### src/rtl/joy_serial_reader_pkg.sv
// Shared types and constants for the DB15 serial joystick reader.
package joy_serial_pkg;

    // FSM state encoding (kept as plain constants for legacy tooling)
    typedef logic [2:0] state_t;
    localparam state_t ST_IDLE     = 3'd0;
    localparam state_t ST_LOAD     = 3'd1;
    localparam state_t ST_SHIFT_LO = 3'd2;
    localparam state_t ST_SHIFT_HI = 3'd3;
    localparam state_t ST_DONE     = 3'd4;
    localparam state_t ST_GAP      = 3'd5;

    // Width of one player's slot in the joystick bus
    localparam int unsigned JOY_WORD_W = 16;

    // Standard button bit indices within a player word
    localparam int unsigned BIT_R     = 0;
    localparam int unsigned BIT_L     = 1;
    localparam int unsigned BIT_D     = 2;
    localparam int unsigned BIT_U     = 3;
    localparam int unsigned BIT_A     = 4;
    localparam int unsigned BIT_B     = 5;
    localparam int unsigned BIT_C     = 6;
    localparam int unsigned BIT_X     = 7;
    localparam int unsigned BIT_Y     = 8;
    localparam int unsigned BIT_Z     = 9;
    localparam int unsigned BIT_START = 10;
    localparam int unsigned BIT_MODE  = 11;

endpackage

### src/rtl/joy_serial_reader_if.sv
// User-port pins plus the decoded joystick bus of the serial reader.
interface joy_serial_reader_if #(
    parameter int unsigned PLAYERS = 2
);
    logic                    en;
    logic                    joy_data;
    logic                    joy_clk;
    logic                    joy_load;
    logic [PLAYERS*16-1:0]   joystick;
    logic [PLAYERS-1:0]      connected;
    logic                    frame_valid;

    // Reader side: drives the adaptor chain and publishes decoded words
    modport master (
        input  en, joy_data,
        output joy_clk, joy_load, joystick, connected, frame_valid
    );

    // Environment side: pins and downstream joystick mux
    modport slave (
        output en, joy_data,
        input  joy_clk, joy_load, joystick, connected, frame_valid
    );
endinterface

### src/rtl/joy_serial_reader_tick.sv
// Free-running divider producing a one-cycle tick every CLK_DIV clocks.
module joy_tick_gen #(
    parameter int unsigned CLK_DIV = 24
) (
    input  logic clk,
    input  logic rst,
    output logic tick
);
    localparam int unsigned CW = (CLK_DIV > 1) ? $clog2(CLK_DIV) : 1;

    logic [CW-1:0] cnt_q, cnt_d;
    logic          tick_q, tick_d;

    // Wrap the counter and flag the wrap cycle
    always_comb begin
        cnt_d  = cnt_q + CW'(1);
        tick_d = 1'b0;
        if (cnt_q == CW'(CLK_DIV - 1)) begin
            cnt_d  = '0;
            tick_d = 1'b1;
        end
    end

    // Counter and tick registers
    always_ff @(posedge clk or posedge rst) begin
        if (rst) begin
            cnt_q  <= '0;
            tick_q <= 1'b0;
        end else begin
            cnt_q  <= cnt_d;
            tick_q <= tick_d;
        end
    end

    assign tick = tick_q;
endmodule

### src/rtl/joy_serial_reader.sv
// Scans daisy-chained DB15 shift-register adaptors and publishes per-player words.
module joy_serial_reader
    import joy_serial_pkg::*;
#(
    parameter int unsigned PLAYERS    = 2,
    parameter int unsigned BITS       = 12,
    parameter int unsigned CLK_DIV    = 24,
    parameter int unsigned LOAD_TICKS = 2,
    parameter int unsigned GAP_TICKS  = 64,
    parameter int unsigned FILTER     = 1
) (
    input  logic              clk,
    input  logic              reset,
    joy_serial_reader_if.master bus
);
    localparam int unsigned NBITS = PLAYERS * BITS;
    localparam int unsigned IW    = (NBITS > 1) ? $clog2(NBITS) : 1;
    localparam int unsigned TMAX  = (LOAD_TICKS > GAP_TICKS) ? LOAD_TICKS : GAP_TICKS;
    localparam int unsigned TW    = (TMAX > 1) ? $clog2(TMAX) : 1;
    localparam int unsigned JW    = PLAYERS * JOY_WORD_W;

    logic tick;

    state_t             state_q, state_d;
    logic [TW-1:0]      tcnt_q, tcnt_d;
    logic [IW-1:0]      bidx_q, bidx_d;
    logic [NBITS-1:0]   raw_q, raw_d;
    logic [NBITS-1:0]   prev_q, prev_d;
    logic [JW-1:0]      joy_q, joy_d;
    logic [PLAYERS-1:0] conn_q, conn_d;
    logic               fv_q, fv_d;
    logic               jclk_q, jclk_d;
    logic               jload_q, jload_d;
    logic               sync1_q, sync1_d;
    logic               sync2_q, sync2_d;
    logic [BITS-1:0]    word_c;
    logic [BITS-1:0]    agree_c;

    joy_tick_gen #(.CLK_DIV(CLK_DIV)) u_tick (
        .clk  (clk),
        .rst  (reset),
        .tick (tick)
    );

    // Frame sequencer, sampling and the end-of-frame output update
    always_comb begin
        state_d = state_q;
        tcnt_d  = tcnt_q;
        bidx_d  = bidx_q;
        raw_d   = raw_q;
        prev_d  = prev_q;
        joy_d   = joy_q;
        conn_d  = conn_q;
        fv_d    = 1'b0;
        jclk_d  = jclk_q;
        jload_d = jload_q;
        sync1_d = bus.joy_data;
        sync2_d = sync1_q;
        word_c  = '0;
        agree_c = '0;

        case (state_q)
            ST_IDLE: begin
                if (tick && bus.en) begin
                    jload_d = 1'b0;
                    tcnt_d  = '0;
                    state_d = ST_LOAD;
                end
            end
            ST_LOAD: begin
                if (tick) begin
                    if (tcnt_q == TW'(LOAD_TICKS - 1)) begin
                        jload_d = 1'b1;
                        bidx_d  = '0;
                        state_d = ST_SHIFT_LO;
                    end else begin
                        tcnt_d = tcnt_q + TW'(1);
                    end
                end
            end
            ST_SHIFT_LO: begin
                if (tick) begin
                    jclk_d  = 1'b0;
                    state_d = ST_SHIFT_HI;
                end
            end
            ST_SHIFT_HI: begin
                if (tick) begin
                    raw_d[bidx_q] = ~sync2_q;
                    jclk_d        = 1'b1;
                    if (bidx_q == IW'(NBITS - 1)) begin
                        state_d = ST_DONE;
                    end else begin
                        bidx_d  = bidx_q + IW'(1);
                        state_d = ST_SHIFT_LO;
                    end
                end
            end
            ST_DONE: begin
                // All-ones means a dead chain: drop the player and its history
                for (int unsigned p = 0; p < PLAYERS; p++) begin
                    word_c  = raw_q[p*BITS +: BITS];
                    agree_c = ~(word_c ^ prev_q[p*BITS +: BITS]);
                    if (&word_c) begin
                        conn_d[p]                    = 1'b0;
                        joy_d[p*JOY_WORD_W +: JOY_WORD_W] = '0;
                        prev_d[p*BITS +: BITS]       = '0;
                    end else begin
                        conn_d[p] = 1'b1;
                        if (FILTER != 0) begin
                            joy_d[p*JOY_WORD_W +: BITS] = (joy_q[p*JOY_WORD_W +: BITS] & ~agree_c)
                                                        | (word_c & agree_c);
                            prev_d[p*BITS +: BITS]     = word_c;
                        end else begin
                            joy_d[p*JOY_WORD_W +: BITS] = word_c;
                        end
                    end
                end
                fv_d    = 1'b1;
                tcnt_d  = '0;
                state_d = ST_GAP;
            end
            ST_GAP: begin
                if (tick) begin
                    if (tcnt_q == TW'(GAP_TICKS - 1)) begin
                        tcnt_d = '0;
                        if (bus.en) begin
                            jload_d = 1'b0;
                            state_d = ST_LOAD;
                        end else begin
                            state_d = ST_IDLE;
                        end
                    end else begin
                        tcnt_d = tcnt_q + TW'(1);
                    end
                end
            end
            default: state_d = ST_IDLE;
        endcase
    end

    // State, datapath and pin registers
    always_ff @(posedge clk or posedge reset) begin
        if (reset) begin
            state_q <= ST_IDLE;
            tcnt_q  <= '0;
            bidx_q  <= '0;
            raw_q   <= '0;
            prev_q  <= '0;
            joy_q   <= '0;
            conn_q  <= '0;
            fv_q    <= 1'b0;
            jclk_q  <= 1'b1;
            jload_q <= 1'b1;
            sync1_q <= 1'b1;
            sync2_q <= 1'b1;
        end else begin
            state_q <= state_d;
            tcnt_q  <= tcnt_d;
            bidx_q  <= bidx_d;
            raw_q   <= raw_d;
            prev_q  <= prev_d;
            joy_q   <= joy_d;
            conn_q  <= conn_d;
            fv_q    <= fv_d;
            jclk_q  <= jclk_d;
            jload_q <= jload_d;
            sync1_q <= sync1_d;
            sync2_q <= sync2_d;
        end
    end

    assign bus.joy_clk     = jclk_q;
    assign bus.joy_load    = jload_q;
    assign bus.joystick    = joy_q;
    assign bus.connected   = conn_q;
    assign bus.frame_valid = fv_q;
endmodule

### src/flat_wrapper.sv
// flat-port wrapper written by rule: the top's interface ports become plain ports
module joy_serial_reader_flat import joy_serial_pkg::*;
#(
    parameter int unsigned PLAYERS    = 2,
    parameter int unsigned BITS       = 12,
    parameter int unsigned CLK_DIV    = 24,
    parameter int unsigned LOAD_TICKS = 2,
    parameter int unsigned GAP_TICKS  = 64,
    parameter int unsigned FILTER     = 1
)
  (clk, reset, bus_en, bus_joy_data, bus_joy_clk, bus_joy_load, bus_joystick, bus_connected, bus_frame_valid);
  joy_serial_reader_if #(.PLAYERS(PLAYERS)) bus_i ();
  input  logic clk;
  input  logic reset;
  input wire logic [$bits(bus_i.en)-1:0] bus_en;
  input wire logic [$bits(bus_i.joy_data)-1:0] bus_joy_data;
  output wire logic [$bits(bus_i.joy_clk)-1:0] bus_joy_clk;
  output wire logic [$bits(bus_i.joy_load)-1:0] bus_joy_load;
  output wire logic [$bits(bus_i.joystick)-1:0] bus_joystick;
  output wire logic [$bits(bus_i.connected)-1:0] bus_connected;
  output wire logic [$bits(bus_i.frame_valid)-1:0] bus_frame_valid;
  assign bus_i.en = bus_en;
  assign bus_i.joy_data = bus_joy_data;
  assign bus_joy_clk = bus_i.joy_clk;
  assign bus_joy_load = bus_i.joy_load;
  assign bus_joystick = bus_i.joystick;
  assign bus_connected = bus_i.connected;
  assign bus_frame_valid = bus_i.frame_valid;
  joy_serial_reader #(.PLAYERS(PLAYERS), .BITS(BITS), .CLK_DIV(CLK_DIV), .LOAD_TICKS(LOAD_TICKS), .GAP_TICKS(GAP_TICKS), .FILTER(FILTER)) u_core (.clk(clk), .reset(reset), .bus(bus_i));
endmodule
### config.mk
export PLATFORM = sky130hd
export DESIGN_NAME = joy_serial_reader_flat
export DESIGN_NICKNAME = d
export VERILOG_FILES = /design/src/rtl/joy_serial_reader_pkg.sv /design/src/rtl/joy_serial_reader_if.sv /design/src/rtl/joy_serial_reader_tick.sv /design/src/rtl/joy_serial_reader.sv /design/src/flat_wrapper.sv
export SDC_FILE = /design/constraint.sdc
export NUM_CORES = 1
export LEC_CHECK = 0
export ABC_AREA = 1
export BUFFER_PORTS_ARGS = -buffer_cell sky130_fd_sc_hd__buf_2
export CAP_MARGIN = 15
export CORE_UTILIZATION = 50
export DETAILED_ROUTE_END_ITERATION = 8
export GPL_TIMING_DRIVEN = 0
export PLACE_DENSITY = 0.69
export SKIP_LAST_GASP = 1
export SYNTH_ARGS = -nofsm -noshare
export SYNTH_HDL_FRONTEND = slang
export SYNTH_SLANG_ARGS = --single-unit
### constraint.sdc
create_clock -name clk -period 3.3 [get_ports clk]
set_input_delay 0 -clock clk [delete_from_list [all_inputs] [get_ports clk]]
set_output_delay 0 -clock clk [all_outputs]
set_load 0.03 [all_outputs]
==> reports/qor.tcl, run 1 <==
set qor(grtUsageMet1_pct) 28.2
set qor(yosysUniqueCellTypes) 31
set qor(floorplan.initialDensity_pct) 51.3
set qor(cts.root.buffer_cell) {clkbuf_8}
set qor(placed_area_um2) 5070
set qor(met2_usage_pct) 36.8
set qor(route.detailed.drc) 0
set qor(synthesis.area_um2) 4720
set qor(postLayoutCellArea_um2) 5340
set qor(finalWeightedCongestion) 0.906
set qor(clock_power_share_pct) 42.3
set qor(hold_class) {input pin to flop}
set qor(setup.worst_path.start_class) {flop}
set qor(worst_setup_hold_path_clk_slew_ns) 0.09
set qor(worst_ep_required_time_ns) 3.53
set qor(cts_tree) {built}
set qor(switchingPower_mw) 0.467
set qor(via_count_of_the_first_global_routing_pass) 3662
set qor(core-area_um2) 9200
set qor(seq_power_share_pct) 55.2
set qor(drt-pass1-iter-count) 7
set qor(postLayoutCoreUtil_pct) 58.1
set qor(globalRouteTotalUtil_pct) 21.7
set qor(fin_worst_skew_ns) 0.0128
set qor(cellLeakagePower_nw) 2.39
set qor(grt_max_degree) 52
set qor(dieWidth_um) 99.2
set qor(io_buffers) 32
set qor(nets) 620
set qor(insertion_delay_to_the_later_sink_of_the_worst_skew_pair_ns) 0.37
set qor(grt_first_pass_wirelength_mm) 16.8
set qor(route.vias.total) 3756
set qor(routed_wire_length_per_instance_um) 13.5
set qor(grt_antenna_before_repair) 0
set qor(post-route-period-util_pct) 57.7
set qor(worst-path-max-fanout) 10
set qor(detailed_place_hpwl_mm) 7.03
set qor(timing.final.max_slew_violations) 0
set qor(synth.yosys.warnings) 0
set qor(final.fill_count) 820
set qor(clock_tree.htree_level_count) 3
set qor(grt-busiest-layer) {met2}
set qor(p_int_mw) 1.74
set qor(drv.max_cap_violation_count) 0
set qor(grt_setup_unrepaired) {no}
set qor(power.share.switching_pct) 21.2
set qor(cts_setup_buffers) 0
set qor(timing_hold_violations_final) 0
set qor(worst-slew-pin-transition_ns) 0.647
set qor(layout_min_cycle_time_ns) 1.90
set qor(drt-initial-drc-count) 190
set qor(design.die.area_um2) 9830
set qor(design.portCount) 41
set qor(post_synthesis_area_per_instance_um2) 8.49
set qor(placement_row_count) 35
set qor(clock_path_buffers) 2
set qor(critPathArrivalTime_ns) 2.13
set qor(post_route_cells_drive_above_1_share_pct) 15.8
set qor(run_status) {complete, no violations}
set qor(die_height_um) 99.2
set qor(p_comb_share_pct) 2.5
set qor(worst_ir_drop_vdd_v) 0.000255
set qor(crit_path_end_kind) {flop}
set qor(numClockSinks) 99
set qor(crit_type) {flop to flop}
set qor(post_synth_inst_count) 556
set qor(setup_viol_count_final) 0
set qor(cts_hold_repair.buffers) 2
set qor(totalWireLength_mm) 9.80
set qor(synth_seq_cells) 99
set qor(drt-vias-per-instance) 5.18
set qor(powerDensity_nw_per_um2) 413
set qor(syn2layout_area_growth_pct) 13.2
set qor(gr-total-overflow) 0
set qor(seq_area_frac_synth_pct) 52.6
set qor(power.total_mw) 2.20
set qor(antennaDiodeCount) 0
set qor(met3_usage_pct) 3.87
set qor(slew_headroom_pct) 56.9
set qor(postCtsResizedCells) 0
set qor(maxClockFrequency_mhz) 526
set qor(cts_buffers) 9
set qor(ant_nets) 0
layer usage:
layer / routed length, µm / part of all wire, %
met3: 254 / 2.6
met4: 88 / 0.90
met2: 4830 / 49
met5: 0 / 0
met1: 4620 / 47
synthesized netlist by cell type, drive strengths merged:
library cell	number	area share (%)
clkbuf	4	0.32
dfstp	4	2.2
ha	7	1.9
nor3	13	1.4
dfrtp	95	50
xnor2	2	0.37
conb	1	0.079
xor2	2	0.37
buf	19	2.5
nand3	25	2.8
o22ai	48	6.4
a21oi	56	6.0
nand4	2	0.27
a31oi	1	0.13
inv	103	8.2
or2	2	0.27
o21ai	40	4.2
nor2	32	3.8
nand2	99	8.2
o211ai	1	0.16
cells in the final DEF, fill, tap and decap left out, types with 2 or more instances in the layout:
cell / n
buf_2: 41
clkbuf_1: 4
xor2_1: 2
nand2_2: 4
nor3_1: 13
nor2_1: 24
nor2_4: 5
conb_1: 8
clkbuf_8: 9
ha_1: 7
or2_2: 2
a21oi_1: 55
dfstp_2: 4
inv_2: 6
nand2_1: 94
xnor2_1: 2
inv_1: 95
bufinv_16: 3
dfrtp_1: 95
o21ai_1: 31
nand3_1: 24
nand4_1: 2
buf_4: 10
dlygate4sd3_1: 2
o21ai_0: 9
o22ai_1: 48
nor2_2: 2
clkinv_4: 2
inv_4: 2
kinds of logic after synthesis:
logic type	synth area share (%)
AO/OA/AOI/OAI	16.9
AND/OR/NAND/NOR	16.7
other	0.0795
adder cells (fa/ha/maj)	1.86
flip-flops	52.6
XOR/XNOR	0.742
buffers and inverters	11.1
area by class of cell:
class                      count  area [µm²]  area share [%]
inverter                     103         392            7.33
multi-input combinational    338        1740            32.6
sequential                    99        2480            46.5
timing repair buffer          35         208            3.89
tap                          111         139            2.60
clock buffer                   9         124            2.32
clock inverter                 7         124            2.32
buffer                        23         135            2.53
power groups by stage:
stage	logic, mW	clock network [mW]	registers, mW
2_1_floorplan	0.0405	0	1.24
3_3_place_gp	0.0503	0	1.24
3_5_place_dp	0.0558	0	1.24
4_1_cts	0.0575	0.955	1.22
5_1_grt	0.0633	1.00	1.22
6_report	0.0554	0.932	1.22
critical path, stage by stage, from the launching register on:
cell and delay (ns):
dfrtp_1 0.48, nor2_1 0.19, nand2_1 0.22, inv_2 0.20, clkbuf_1 0.50, o22ai_1 0.17
flip-flops by register name, summed over array words and instances, names as in the netlist, 2 cells and up:
name	flops
u_core.prev_q	24
u_core.raw_q	24
u_core.bus.connected	2
u_core.tcnt_q	6
u_core.bidx_q	5
u_core.state_q	3
u_core.u_tick.cnt_q	5
u_core.bus.joystick	24
final timing paths:
kind	from	endpoint	slack [ns]	depth (start not counted)
worst max register to register	u_core.state_q[0]	u_core.bus.joystick[3]	1.40	5
worst min register to register	u_core.sync1_q	u_core.sync2_q	0.36	0
worst max-delay path	u_core.state_q[0]	u_core.bus.joystick[3]	1.40	5
min in group asynchronous	reset	u_core.u_tick.cnt_q[1]	0.27	3
worst min-delay path	bus_en	u_core.state_q[0]	0.05	5
max in group asynchronous	reset	u_core.sync2_q	2.30	4
metrics by stage:
stage          hold slack (ns)  setup TNS (ns)  worst slack [ns]  cells
2_1_floorplan          0.00448               0             0.716    563
3_3_place_gp             0.118          -37.03            -0.395    706
3_5_place_dp             0.116               0              1.43    707
4_1_cts                 0.0310               0              1.41    725
5_1_grt                 0.0672               0              1.33    725
6_report                0.0465               0              1.40    725
Note: power is estimated with default switching activity, not from simulation.
==> run 2, diff against run 1 <==
--- a/config.mk
+++ b/config.mk
@@ -5,7 +5,7 @@
 export SDC_FILE = /design/constraint.sdc
 export NUM_CORES = 1
 export LEC_CHECK = 0
-export ABC_AREA = 1
+export ABC_AREA = 0
 export BUFFER_PORTS_ARGS = -buffer_cell sky130_fd_sc_hd__buf_2
 export CAP_MARGIN = 15
 export CORE_UTILIZATION = 50
==> constraint.sdc (replaced) <==
create_clock -name clk -period 1.96 [get_ports clk]
set_input_delay 0 -clock clk [delete_from_list [all_inputs] [get_ports clk]]
set_output_delay 0 -clock clk [all_outputs]
set_load 0.03 [all_outputs]
==> reports/qor.tcl, run 2 <==
set qor(worst_ir_drop_vdd_v) 0.000338 ;# +33%
set qor(placement_row_count) 35 ;# unchanged
set qor(regToRegEndpoint) {u_core.state_q[1]}
set qor(synth_seq_cells) 99 ;# unchanged
set qor(hold_path.startpoint) {bus_en}
set qor(crit_type) {flop to flop}
set qor(die_height_um) 99.3 ;# +0.13%
set qor(worst_setup_hold_path_clk_slew_ns) 0.10 ;# about the same
set qor(post_synth_inst_count) 490 ;# -12%
set qor(post_synthesis_area_per_instance_um2) 9.66 ;# +14%
set qor(cts.root.buffer_cell) {clkbuf_8}
set qor(floorplan.initialDensity_pct) 51.5 ;# +0.14 points
set qor(synth_xor_area_share_pct) 0.185 ;# -0.56 points
set qor(syn2layout_area_growth_pct) 14.9
set qor(maxClockFrequency_mhz) 484 ;# -7.8%
set qor(slowest_stage) {or4b_4}
set qor(clock_path_buffers) 2 ;# unchanged
set qor(asyncSetResetFlopFracSynth_pct) 100 ;# unchanged
set qor(synth_fa_ha_area_share_pct) 1.85 ;# -0.0049 points
set qor(setup.worst_path.start_class) {flop}
set qor(route.detailed.drc) 0 ;# unchanged
set qor(synth.mux.area_fraction_pct) 0.449 ;# +0.45 points
set qor(beginning_of_the_worst_register_to_register_path) {u_core.tcnt_q[3]}
set qor(fin_worst_skew_ns) 0.0122 ;# -0.000640 ns
set qor(numClockSinks) 99 ;# unchanged
set qor(post-route-period-util_pct) 105 ;# +48 points
set qor(critPathArrivalTime_ns) 2.31 ;# +0.18 ns
set qor(layout_commonest_cell) {dfrtp_1}
set qor(postLayoutCoreUtil_pct) 59.1 ;# +1.0 points
set qor(worst-path-max-fanout) 8 ;# -2
set qor(cts_tree) {built}
set qor(rr_worst_depth) 4 ;# -1
set qor(synth_largest_area_cell) {dfrtp_1}
set qor(grt_setup_unrepaired) {yes}
set qor(timing.setup.tns_ns) -0.179 ;# -0.179 ns
set qor(synth-simple-area-share_pct) 15.6 ;# -1.1 points
set qor(dieWidth_um) 99.3 ;# +0.13%
set qor(grt_first_pass_wirelength_mm) 17.4 ;# +3.4%
set qor(yosysUniqueCellTypes) 53 ;# +71%
set qor(post_route_cells_drive_above_1_share_pct) 19.2 ;# +3.4 points
set qor(crit_chain) {or4b_4 -> or3_4 -> a211o_1 -> o22a_1}
set qor(synthesis.area_um2) 4730 ;# +0.27%
set qor(worst_ep_required_time_ns) 2.20 ;# -1.33 ns
set qor(design.portCount) 41 ;# unchanged
set qor(grt_antenna_before_repair) 0 ;# unchanged
set qor(commonest_non_fill_non_tap_cells_in_the_layout) {dfrtp_1, nand2_1, o21ai_0, buf_2, a21oi_1}
set qor(fraction_of_the_mapped_netlist_area_in_compound_gates_pct) 24.1 ;# +7.2 points
set qor(prevailing_post_synth_register_cell) {dfrtp_1}
set qor(ant_nets) 0 ;# unchanged
set qor(r2r_setup_slack_ns) -0.10 ;# -1.50 ns
set qor(antennaDiodeCount) 0 ;# unchanged
set qor(drt-pass1-iter-count) 4 ;# -3
set qor(route.vias.total) 3826 ;# +1.9%
set qor(nets) 562 ;# -9.4%
set qor(ranking_of_synthesized_cells_by_area) {dfrtp_1, nand2_1, o21ai_0}
set qor(timing_hold_violations_final) 0 ;# unchanged
set qor(worst-slew-pin-transition_ns) 0.824 ;# +0.177 ns
set qor(finalWeightedCongestion) 0.825 ;# -8.9%
set qor(drt-vias-per-instance) 5.74 ;# +11%
set qor(timing.final.max_slew_violations) 0 ;# unchanged
set qor(crit_path_end_kind) {flop}
set qor(synth_enable_flop_cells) 0 ;# unchanged
set qor(hold_class) {input pin to flop}
set qor(totalWireLength_mm) 10.5 ;# +7.0%
set qor(worst_setup_path_startpoint) {u_core.tcnt_q[3]}
set qor(via_count_of_the_first_global_routing_pass) 3538 ;# -3.4%
set qor(path_buf_inv) 0 ;# -2
set qor(globalRouteTotalUtil_pct) 22.1 ;# +0.44 points
set qor(hold_path_end) {u_core.bus.joy_load}
set qor(violations) {setup timing}
set qor(cpPeakStageDelay_ns) 0.59 ;# +0.09 ns
set qor(layout_min_cycle_time_ns) 2.06 ;# +0.162 ns
set qor(io_buffers) 32 ;# unchanged
set qor(routed_wire_length_per_instance_um) 15.7 ;# +16%
set qor(power.total_mw) 3.53 ;# +60%
set qor(slew_headroom_pct) 45.0 ;# -12 points
set qor(design.die.area_um2) 9860 ;# +0.26%
set qor(clock_tree.htree_level_count) 3 ;# unchanged
set qor(gr-total-overflow) 0 ;# unchanged
set qor(detailed_place_hpwl_mm) 7.12 ;# +1.3%
set qor(yosysMostFrequentCell) {dfrtp_1}
set qor(drv.max_cap_violation_count) 0 ;# unchanged
set qor(largest_family_of_logic_cells_by_synthesized_area) {compound AO/OA/AOI/OAI gates}
set qor(core-area_um2) 9200 ;# unchanged
set qor(grt_max_degree) 39 ;# -25%
set qor(synth.yosys.warnings) 0 ;# unchanged
set qor(critPathTopFamily) {simple AND/OR/NAND/NOR gates}
set qor(ys_top_cells_by_count) {dfrtp_1, nand2_1, o21ai_0, a21oi_1}
set qor(min_path_cells) 4 ;# -1
set qor(run_status) {finished, violations left}
set qor(timing.final.ws_setup_ns) -0.105 ;# -1.50 ns
set qor(cellLeakagePower_nw) 2.69 ;# +12%
set qor(drt-initial-drc-count) 196 ;# +3.2%
set qor(seq_area_frac_synth_pct) 52.5 ;# -0.14 points
set qor(synthDominantCellAreaShare_pct) 50.2 ;# -0.13 points
set qor(powerDensity_nw_per_um2) 648 ;# +57%
set qor(insertion_delay_to_the_later_sink_of_the_worst_skew_pair_ns) 0.37 ;# about the same
set qor(cts_buffers) 9 ;# unchanged
set qor(setup_viol_count_final) 2 ;# +2
[run 2: worst max path at each step]
stage | to | cells past startpoint | slack [ns]
2_1_floorplan | u_core.state_q[1] | 6 | 0.0008
3_3_place_gp | u_core.prev_q[1] | 7 | -0.17
3_5_place_dp | u_core.prev_q[1] | 7 | -0.19
4_1_cts | u_core.state_q[1] | 6 | -0.07
5_1_grt | u_core.state_q[1] | 6 | -0.16
6_report | u_core.state_q[1] | 4 | -0.10
[run 2: worst reg2reg max path, delay by kind of cell, from the launching register on]
family | cells | cell delay (ns)
AO/OA/AOI/OAI | 2 | 0.52
AND/OR/NAND/NOR | 2 | 0.94
flip-flops | 1 | 0.49
[run 2: power by group]
group | switching (mW) | total [mW] | internal (mW)
sequential | 0.00221 | 2.05 | 2.04
combinational | 0.0712 | 0.0968 | 0.0255
clock | 0.717 | 1.38 | 0.665
[run 2: final cells by class]
type	count	area, µm²
Inverter	8	33.8
Sequential cell	99	2480
Tap cell	111	139
Multi-Input combinational cell	349	2050
Fill cell	817	3760
Timing Repair Buffer	46	295
Buffer	38	218
Clock buffer	11	151
Clock inverter	5	60.1
[run 2: what timing repair did]
action                                  CTS  global route
hold buffers                              2             0
buffers inserted                          5             5
gates resized for setup                  11            10
pin swaps                                 1             1
endpoints found under the setup margin   46            75
hold endpoints to repair                 24             0
[run 2: metrics by stage]
step	hold slack [ns]	cell area, µm²	cells	setup WS [ns]
after floorplan	0.00448	4760	497	0.000832
final	0.0753	5440	667	-0.105
after detailed placement	0.112	5100	642	-0.189
after CTS	0.0652	5370	663	-0.0746
after global placement	0.106	5060	640	-0.171
after global routing	0.0872	5440	667	-0.157
[run 2: metal layers]
metal / wire length, µm / GRT usage (%) / share of wire, % / up-vias
met1: 4750 / 29.2 / 45 / 1859
li1: - / - / - / 1866
met4: 162 / 7.81 / 1.5 / 0
met5: 0 / 0 / 0 / -
met2: 5240 / 37.3 / 50 / 86
met3: 334 / 3.30 / 3.2 / 15
[run 2: logic make-up after synthesis]
kind of cell / after synthesis
adders and majority gates: 7
and+or+nand+nor: 149
DFF: 99
buffers and inverters: 49
muxes: 2
xor gates and xnor gates: 1
AOI/OAI and AO/OA: 182
other: 1
==> run 3, diff against run 2 <==
--- a/config.mk
+++ b/config.mk
@@ -5,7 +5,7 @@
 export SDC_FILE = /design/constraint.sdc
 export NUM_CORES = 1
 export LEC_CHECK = 0
-export ABC_AREA = 0
+export ABC_AREA = 1
 export BUFFER_PORTS_ARGS = -buffer_cell sky130_fd_sc_hd__buf_2
 export CAP_MARGIN = 15
 export CORE_UTILIZATION = 50
==> reports/qor.tcl, run 3 (same netlist as run 1, synthesis figures left out) <==
set qor(post-route-period-util_pct) 94.3 ;# -11 points
set qor(cts.root.buffer_cell) {clkbuf_8}
set qor(die_height_um) 99.2 ;# -0.13%
set qor(drt-vias-per-instance) 5.27 ;# -8.1%
set qor(cellLeakagePower_nw) 2.37 ;# -12%
set qor(placement_row_count) 35 ;# unchanged
set qor(powerDensity_nw_per_um2) 639 ;# -1.4%
set qor(floorplan.initialDensity_pct) 51.3 ;# -0.14 points
set qor(antennaDiodeCount) 0 ;# unchanged
set qor(clock_tree.htree_level_count) 3 ;# unchanged
set qor(placed_area_um2) 5090 ;# -0.25%
set qor(worst_ir_drop_vdd_v) 0.000466 ;# +38%
set qor(setup_viol_count_final) 0 ;# -2
set qor(insertion_delay_to_the_later_sink_of_the_worst_skew_pair_ns) 0.37 ;# about the same
set qor(worst_setup_hold_path_clk_slew_ns) 0.09 ;# about the same
set qor(timing_hold_violations_final) 0 ;# unchanged
set qor(cpPeakStageDelay_ns) 0.49 ;# -0.10 ns
set qor(drt-initial-drc-count) 204 ;# +4.1%
set qor(slowest_stage) {clkbuf_1}
set qor(design.die.area_um2) 9830 ;# -0.26%
set qor(detailed_place_hpwl_mm) 7.08 ;# -0.59%
set qor(hold_class) {input pin to flop}
set qor(nets) 621 ;# +10%
set qor(cts_tree) {built}
set qor(timing.setup.tns_ns) 0 ;# +0.179 ns
set qor(fin_worst_skew_ns) 0.0130 ;# +0.000786 ns
set qor(cts_hold_repair.buffers) 2 ;# unchanged
set qor(totalWireLength_mm) 9.86 ;# -6.0%
set qor(gr-total-overflow) 0 ;# unchanged
set qor(crit_path_end_kind) {flop}
set qor(critPathArrivalTime_ns) 2.07 ;# -0.24 ns
set qor(grt_first_pass_wirelength_mm) 16.9 ;# -2.7%
set qor(finalNonFillerCells) 725 ;# +8.7%
set qor(crit_chain) {nor2_1 -> nand2_1 -> inv_2 -> clkbuf_1 -> o22ai_1}
set qor(postLayoutCoreUtil_pct) 57.6 ;# -1.5 points
set qor(grt_max_degree) 41 ;# +5.1%
set qor(slew_headroom_pct) 59.7 ;# +15 points
set qor(via_count_of_the_first_global_routing_pass) 3735 ;# +5.6%
set qor(route.vias.total) 3822 ;# -0.10%
set qor(setup.worst_path.start_class) {flop}
set qor(worst-slew-pin-transition_ns) 0.605 ;# -0.219 ns
set qor(syn2layout_area_growth_pct) 12.2
set qor(grt_antenna_before_repair) 0 ;# unchanged
set qor(crit_type) {flop to flop}
set qor(critPathTopFamily) {buffers and inverters}
set qor(ff_latch_area_um2) 2480 ;# -0.10%
set qor(finalHoldWorstSlack_ns) 0.0781 ;# +0.00277 ns
set qor(globalRouteTotalUtil_pct) 21.6 ;# -0.47 points
set qor(ant_nets) 0 ;# unchanged
set qor(numClockSinks) 99 ;# unchanged
set qor(io_buffers) 32 ;# unchanged
set qor(commonest_non_fill_non_tap_cells_in_the_layout) {inv_1, dfrtp_1, nand2_1, a21oi_1, o22ai_1}
set qor(timing.final.max_slew_violations) 0 ;# unchanged
set qor(layout_min_cycle_time_ns) 1.85 ;# -0.217 ns
set qor(routed_wire_length_per_instance_um) 13.6 ;# -13%
set qor(post_route_cells_drive_above_1_share_pct) 15.8 ;# -3.4 points
set qor(core-area_um2) 9200 ;# unchanged
set qor(finalWeightedCongestion) 0.877 ;# +6.2%
set qor(cts_setup_buffers) 0 ;# -5
set qor(placedCellCount) 708 ;# +10%
set qor(drt-pass1-iter-count) 5 ;# +1
set qor(postCtsResizedCells) 0 ;# -11
set qor(route.detailed.drc) 0 ;# unchanged
set qor(worst_ep_required_time_ns) 2.18 ;# -0.02 ns
set qor(multi_input_gate_area_um2) 1740 ;# -15%
set qor(dieWidth_um) 99.2 ;# -0.13%
set qor(maxClockFrequency_mhz) 541 ;# +12%
set qor(worst-path-max-fanout) 10 ;# +2
set qor(cts_buffers) 9 ;# unchanged
set qor(postLayoutCellArea_um2) 5300 ;# -2.6%
set qor(grt_setup_unrepaired) {no}
set qor(drv.max_cap_violation_count) 0 ;# unchanged
set qor(design.portCount) 41 ;# unchanged
set qor(run_status) {complete, no violations}
set qor(final.fill_count) 843 ;# +3.2%
set qor(clock_path_buffers) 2 ;# unchanged
set qor(path_buf_inv) 2 ;# +2
==> run 3: cell types whose count changed in the layout (fill, tap and decap cells not counted), sizes merged, moves of 18 or more <==
cell   previous run  this run
o22ai             1        48
inv               8       103
a31oi            27         1
a21oi            30        56
nand3             7        25
a21o             28         0
a22oi            24         0
nor2             12        32
==> run 3: worst paths after layout <==
path	slack, ns	depth (start not counted)	end	startpoint
max reg2reg	0.11	5	u_core.prev_q[22]	u_core.state_q[0]
max in group asynchronous	1.12	4	u_core.sync2_q	reset
min in group asynchronous	0.21	3	u_core.raw_q[2]	reset
min	0.08	5	u_core.state_q[0]	bus_en
min reg2reg	0.37	0	u_core.sync2_q	u_core.sync1_q
max	0.11	5	u_core.prev_q[22]	u_core.state_q[0]
==> run 3: power breakdown <==
part	total, mW	switching, mW	internal, mW
logic	0.0959	0.0703	0.0256
clock network	1.24	0.679	0.562
registers	2.05	0.00312	2.05
total	3.39	0.752	2.63
==> run 3: worst min-delay path, delay by kind of cell <==
family	cells	cell delay [ns]
simple gates	1	0.06
compound gates	3	0.25
buf+inv	1	0.09
==> run 3: routing by layer <==
metal / GRT usage [%] / routed length, µm
met5: 0 / 0
met4: 8.14 / 112
met3: 2.67 / 374
met2: 36.8 / 4890
met1: 28.7 / 4480
==> run 3: layout make-up <==
cell class	count	share of cell area [%]
buffer	23	2.55
clock buffer	12	3.12
clock inverter	3	0.402
inverter	103	7.42
multi-input combinational	338	32.8
sequential	99	46.9
tap	111	2.62
timing repair buffer	36	4.16
==> run 3: stage by stage <==
step,setup WS [ns],total power [mW]
3_3_place_gp,0.132,2.17
3_5_place_dp,0.128,2.19
5_1_grt,0.0142,3.50
4_1_cts,0.121,3.43
2_1_floorplan,0.528,2.16
6_report,0.112,3.39
